File: src/rtl/bus_arbiter_rr.sv
// bus_arbiter_rr: shared-bus arbiter for N DMA masters.
// Grants the bus to one master at a time through a registered one-hot grant.
// The winner is chosen by round-robin or fixed priority. A master that has
// used up its burst allowance is preempted when others are waiting. A
// ready-timeout watchdog forces the bus free. Every release passes through a
// single idle TURN cycle before the next arbitration.
//
// Ports:
//   clk        bus clock, rising edge
//   rst_n      asynchronous active-low reset
//   DMA        per-master level request
//   grant      registered one-hot (or zero) grant
//   request    transfer strobe from the granted master
//   ready      transfer completion from the addressed slave
//   owner_id   index of the current owner (meaningful while bus_busy)
//   bus_busy   any grant bit set
//   bus_error  one-cycle pulse when the watchdog forces a release
module bus_arbiter_rr #(
    parameter int N_MASTERS = 8,
    parameter int RR_MODE   = 1,
    parameter int MAX_BURST = 16,
    parameter int TIMEOUT   = 255
) (
    input  logic                 clk,
    input  logic                 rst_n,
    input  logic [N_MASTERS-1:0] DMA,
    output logic [N_MASTERS-1:0] grant,
    input  logic                 request,
    input  logic                 ready,
    output logic [3:0]           owner_id,
    output logic                 bus_busy,
    output logic                 bus_error
);

    localparam int BW = (MAX_BURST > 0) ? $clog2(MAX_BURST + 1) : 1;
    localparam int WW = (TIMEOUT > 0) ? $clog2(TIMEOUT + 1) : 1;
    localparam logic [BW-1:0] BURST_MAX = BW'(MAX_BURST);
    localparam logic [WW-1:0] WAIT_MAX  = WW'(TIMEOUT);
    localparam logic [WW-1:0] WAIT_LAST = (TIMEOUT > 0) ? WW'(TIMEOUT - 1) : '0;
    localparam logic [N_MASTERS-1:0] ONE   = 1;
    localparam logic [N_MASTERS:0]   ONE_W = 1;

    typedef enum logic [1:0] {S_IDLE, S_OWNED, S_DRAIN, S_TURN} state_t;

    state_t               state_q, state_d;
    logic [N_MASTERS-1:0] grant_q, grant_d;
    logic [3:0]           owner_q, owner_d;
    logic [3:0]           rr_q, rr_d;
    logic [BW-1:0]        burst_q, burst_d;
    logic [WW-1:0]        wait_q, wait_d;
    logic                 err_q, err_d;

    function automatic logic [3:0] lowest(input logic [N_MASTERS-1:0] v);
        logic [3:0] idx;
        idx = '0;
        for (int i = N_MASTERS - 1; i >= 0; i--) begin
            if (v[i]) idx = 4'(i);
        end
        return idx;
    endfunction

    // Round-robin: requests strictly above the last owner win first; if none,
    // wrap around to the lowest requester. upto has bits [rr:0] set.
    logic [N_MASTERS:0]   upto;
    logic [N_MASTERS-1:0] hi_req;
    logic [3:0]           winner;

    always_comb begin
        upto   = (ONE_W << ({1'b0, rr_q} + 5'd1)) - ONE_W;
        hi_req = DMA & ~upto[N_MASTERS-1:0];
        if (RR_MODE != 0 && hi_req != '0) winner = lowest(hi_req);
        else                              winner = lowest(DMA);
    end

    logic xfer, stall, owner_req, others, in_bus, timeout_hit;

    assign xfer        = request && ready;
    assign stall       = request && !ready;
    // Owner's own DMA bit and "anyone else waiting", without indexing by owner.
    assign owner_req   = |(DMA & grant_q);
    assign others      = |(DMA & ~grant_q);
    assign in_bus      = (state_q == S_OWNED) || (state_q == S_DRAIN);
    // Fires on the TIMEOUT-th consecutive stalled cycle.
    assign timeout_hit = (TIMEOUT > 0) && stall && (wait_q == WAIT_LAST);

    always_comb begin
        state_d = state_q;
        grant_d = grant_q;
        owner_d = owner_q;
        rr_d    = rr_q;
        burst_d = burst_q;
        wait_d  = '0;
        err_d   = 1'b0;

        if (in_bus) begin
            if (stall) wait_d = (wait_q != WAIT_MAX) ? wait_q + 1'b1 : wait_q;
            if (xfer && burst_q != BURST_MAX) burst_d = burst_q + 1'b1;
        end

        case (state_q)
            S_IDLE: begin
                if (DMA != '0) begin
                    grant_d = ONE << winner;
                    owner_d = winner;
                    rr_d    = winner;
                    burst_d = '0;
                    state_d = S_OWNED;
                end
            end
            S_OWNED: begin
                if (timeout_hit) begin
                    grant_d = '0;
                    err_d   = 1'b1;
                    state_d = S_TURN;
                end else if (!owner_req && !request) begin
                    grant_d = '0;
                    state_d = S_TURN;
                end else if (MAX_BURST > 0 && others && burst_d == BURST_MAX) begin
                    // Allowance used up this cycle or earlier: let the
                    // in-flight transfer finish, then hand over.
                    state_d = S_DRAIN;
                end
            end
            S_DRAIN: begin
                if (timeout_hit) begin
                    grant_d = '0;
                    err_d   = 1'b1;
                    state_d = S_TURN;
                end else if (!request || xfer) begin
                    grant_d = '0;
                    state_d = S_TURN;
                end
            end
            S_TURN:  state_d = S_IDLE;
            default: state_d = S_IDLE;
        endcase
    end

    always_ff @(posedge clk or negedge rst_n) begin
        if (!rst_n) begin
            state_q <= S_IDLE;
            grant_q <= '0;
            owner_q <= '0;
            rr_q    <= 4'(N_MASTERS - 1);
            burst_q <= '0;
            wait_q  <= '0;
            err_q   <= 1'b0;
        end else begin
            state_q <= state_d;
            grant_q <= grant_d;
            owner_q <= owner_d;
            rr_q    <= rr_d;
            burst_q <= burst_d;
            wait_q  <= wait_d;
            err_q   <= err_d;
        end
    end

    assign grant     = grant_q;
    assign owner_id  = owner_q;
    assign bus_busy  = |grant_q;
    assign bus_error = err_q;

endmodule

File: config.mk
export PLATFORM = sky130hd
export DESIGN_NAME = bus_arbiter_rr
export DESIGN_NICKNAME = d
export VERILOG_FILES = /design/src/rtl/bus_arbiter_rr.sv
export SDC_FILE = /design/constraint.sdc
export NUM_CORES = 1
export LEC_CHECK = 0
export CELL_PAD_IN_SITES_DETAIL_PLACEMENT = 0
export CELL_PAD_IN_SITES_GLOBAL_PLACEMENT = 1
export CORE_ASPECT_RATIO = 2
export CORE_UTILIZATION = 38
export DETAILED_ROUTE_END_ITERATION = 16
export PLACE_DENSITY = 0.82
export SYNTH_ARGS = -nofsm -noshare
export SYNTH_HDL_FRONTEND = slang
export SYNTH_SLANG_ARGS = --single-unit
File: constraint.sdc
create_clock -name clk -period 2.7 [get_ports clk]
set_input_delay 0.54 -clock clk [delete_from_list [all_inputs] [get_ports clk]]
set_output_delay 0.54 -clock clk [all_outputs]
set_load 0.005 [all_outputs]
==> run_results.csv <==
group,metric,value,unit
timing,min_period,2.54,ns
placement,dp_cells,299,
finish,nets,271,
floorplanning,die_w,52.9,um
logic_synthesis,synth_area_leader_cell,"dfrtp_1",
critical_path,cp.required,2.87,ns
logic_synthesis,synth_edf_count,0,
detailed_routing,vias,1735,
logic_synthesis,synthDistinctLibCells,62,
min_path,hold_class,"reg2reg",
critical_path,r2r-end,"state_q[1]$_DFFE_PN0P_",
timing,finClkSkew,0.00747,ns
finish,fin_area,0.00250,mm^2
global_route,grt_max_degree,31,
floorplanning,start_util,40.2,%
floorplanning,coreArea,0.00491,mm^2
logic_synthesis,synth-async-reset-ratio,100,%
placement,place.gp.congestion,0.803,
timing,max_slew_margin,40.5,%
logic_synthesis,synth_nets,228,
clocking,cts-buffers-inserted,5,
detailed_routing,firstDrtPassIters,4,
clocking,root_buffer,"clkbuf_8",
critical_path,rr_startpoint,"state_q[0]$_DFFE_PN0P_",
critical_path,critPathKind,"reg2reg",
timing,hold_slack,0.510,ns
power,p_leak,1.10,nW
placement,placed_area,0.00239,mm^2
timing,tns,0,ns
critical_path,worstPathArrival,2.71,ns
min_path,min-delay-start,"owner_id[1]$_DFFE_PN0P_",
run,max_cap_viol_count,0,
finish,diodes,0,
global_route,antenna_found_initial,0,
timing,rsz0062_at_grt,"no",
clocking,clkLatencyLatePin,0.29,ns
critical_path,reg2reg_slack,0.16,ns
timing,worst_pin_slew,0.890,ns
logic_synthesis,synth.most_common_cell,"dfrtp_1",
logic_synthesis,synthCells,206,
global_route,grt_pass1_vias,1769,
logic_synthesis,yosys_register_bits,30,
power,vdd_drop_max,553,uV
detailed_routing,dr.first_iter.drc_count,54,
global_route,grt_overflow,0,
clocking,holdBufCountCts,0,
critical_path,cp_max_fo,7,
detailed_routing,postRouteAntennaNets,0,
outcome,status,"finished clean",
critical_path,r2r_cells,8,
critical_path,startpoint_type,"flop",
logic_synthesis,syn_area_per_cell,9.57,um^2
logic_synthesis,synthFlopType,"dfrtp_1",
clocking,cts_htree_levels,2,
clocking,clkSlewWorstSetupHoldPaths,0.06,ns
critical_path,crit_slowest_cell,"dfrtp_2",
critical_path,critical_path.cell_chain,"inv_1 -> ha_1 -> and3_4 -> o31a_4 -> or3_1 -> a2111oi_4 -> o21a_1 -> mux2_2",
timing,hold_viol_final,0,
clocking,cts_tree,"yes",
detailed_routing,routed_via_density,5.65,
finish,syn_to_final_growth,26.6,%
power,p_per_area,991,mW/mm^2
finish,drive_gt1_share,18.0,%
timing,setup_viol_count_final,0,
floorplanning,die_height,104,um
floorplanning,ioPinCount,26,
detailed_routing,drt-total-wl,4930,um
detailed_routing,wl_per_cell,16.0,um
clocking,cts.sinks,30,
detailed_routing,drc,0,
critical_path,critical_path.endpoint_type,"flop",
min_path,min_to,"owner_id[1]$_DFFE_PN0P_",
timing,finalMaxSlewViolations,0,
logic_synthesis,yosysTopAreaCellShare,34.3,%
logic_synthesis,synth_common_cells,"dfrtp_1, inv_1, nor2_1",
timing,fmaxAchievable,394,MHz
logic_synthesis,yosys-top-cells-area,"dfrtp_1, ha_1, dfstp_2",
finish,fin_cells,307,
logic_synthesis,yosysSeqAreaShare,38.3,%
timing,fin_crit_sh,94.0,%
logic_synthesis,ys_warn_count,0,
clocking,cts.path.max_buffers,2,
power,power,2.47,mW
critical_path,cpPeakStageDelay,0.42,ns
floorplanning,rows,36,
min_path,hold_path_depth,1,
floorplanning,dieArea,0.00550,mm^2
placement,hpwl,3800,um
placement,io_buffers,24,
global_route,grt_use_total,20.7,%
logic_synthesis,netlist_area,0.00197,mm^2
global_route,grt_pass1_wl,8390,um
-- final cells by class --
class                           instances  area, um^2
Clock buffer                            7        86.3
Clock inverter                          1        5.00
Fill cell                             468        2410
Inverter                               19        71.3
Multi-Input combinational cell        152        1130
Sequential cell                        30         756
Tap cell                               57        71.3
Timing Repair Buffer                   41         380
-- metal layers --
metal	part of all wire [%]	track usage, %
met5	0	0
met4	2.2	8.46
met3	3.2	3.80
met2	57	37.0
met1	38	22.6
-- sequential cells by signal (all words and copies together), names as in the netlist --
register	count
burst_q	5
bus_error	1
grant	8
owner_id	3
rr_q	3
state_q	2
wait_q	8
-- placed cells by master, fill, tap and decap left out, types with 2 or more instances in the layout --
cell | synthesis | routed
nor3_4 | 2 | 2
a32oi_1 | 2 | 2
dfstp_2 | 3 | 3
nand2_1 | 17 | 17
buf_4 | 1 | 16
and4_1 | 2 | 2
a22o_1 | 2 | 2
nor4_1 | 4 | 4
or3_1 | 2 | 2
conb_1 | 2 | 2
ha_1 | 10 | 10
o21a_1 | 5 | 5
a21bo_2 | 3 | 3
nor2_1 | 19 | 19
nand2b_1 | 3 | 3
and2_1 | 2 | 2
o22ai_1 | 5 | 5
a22o_2 | 4 | 4
xnor2_1 | 3 | 3
a22oi_1 | 3 | 3
nand3_1 | 6 | 6
clkbuf_8 | 0 | 6
xor2_1 | 8 | 8
o21ai_0 | 5 | 5
nor2b_1 | 2 | 2
nor3_1 | 2 | 2
a32o_1 | 3 | 3
a21oi_1 | 4 | 4
clkdlybuf4s50_1 | 0 | 24
nand4_1 | 3 | 3
dfrtp_1 | 27 | 26
a211oi_1 | 2 | 2
inv_1 | 19 | 19
-- kinds of logic after synthesis --
family,after synthesis,share of synthesized area [%]
compound gates,55,22.8
buf+inv,24,5.27
flops,30,38.3
mux,2,1.08
xor+xnor,11,4.89
simple gates,72,20.9
other cells,2,0.381
fa+ha+maj,10,6.35
-- stage by stage --
stage / utilization (%) / worst slack (ns)
after detailed placement: 48.7 / -0.0248
after global placement: 48.7 / -0.0815
final: 50.8 / 0.162
after global routing: 50.8 / 0.0569
after floorplan: - / 0.101
after CTS: 50.6 / 0.0580
-- worst max-delay path by stage --
stage	from	to	slack, ns	cells past startpoint
after global placement	DMA[2]	grant[0]$_DFFE_PN0P_	-0.08	8
after CTS	state_q[0]$_DFFE_PN0P_	state_q[1]$_DFFE_PN0P_	0.06	8
final	state_q[0]$_DFFE_PN0P_	state_q[1]$_DFFE_PN0P_	0.16	8
after detailed placement	DMA[2]	grant[5]$_DFFE_PN0P_	-0.02	8
after floorplan	state_q[0]$_DFFE_PN0P_	state_q[1]$_DFFE_PN0P_	0.10	8
after global routing	state_q[1]$_DFFE_PN0P_	state_q[1]$_DFFE_PN0P_	0.06	8
-- critical path: cells and delay by family, from the launching register on --
kind / cells / cell delay, ns
muxes: 1 / 0.33
AOI/OAI and AO/OA: 3 / 0.70
adders and majority gates: 1 / 0.32
DFF: 1 / 0.42
buffers and inverters: 1 / 0.10
and+or+nand+nor: 2 / 0.55
-- power breakdown --
part,internal (mW),total [mW],switching [mW]
registers,0.594,0.758,0.164
clock network,0.205,0.375,0.170
logic,0.703,1.34,0.639
-- repair_timing --
item | 4_1_cts | 5_1_grt
endpoints found under the hold margin | 0 | 0
gates resized for setup | 0 | 2
setup endpoints to repair | 0 | 1
setup buffers | 0 | 0
(Power assumes the default switching activity.)
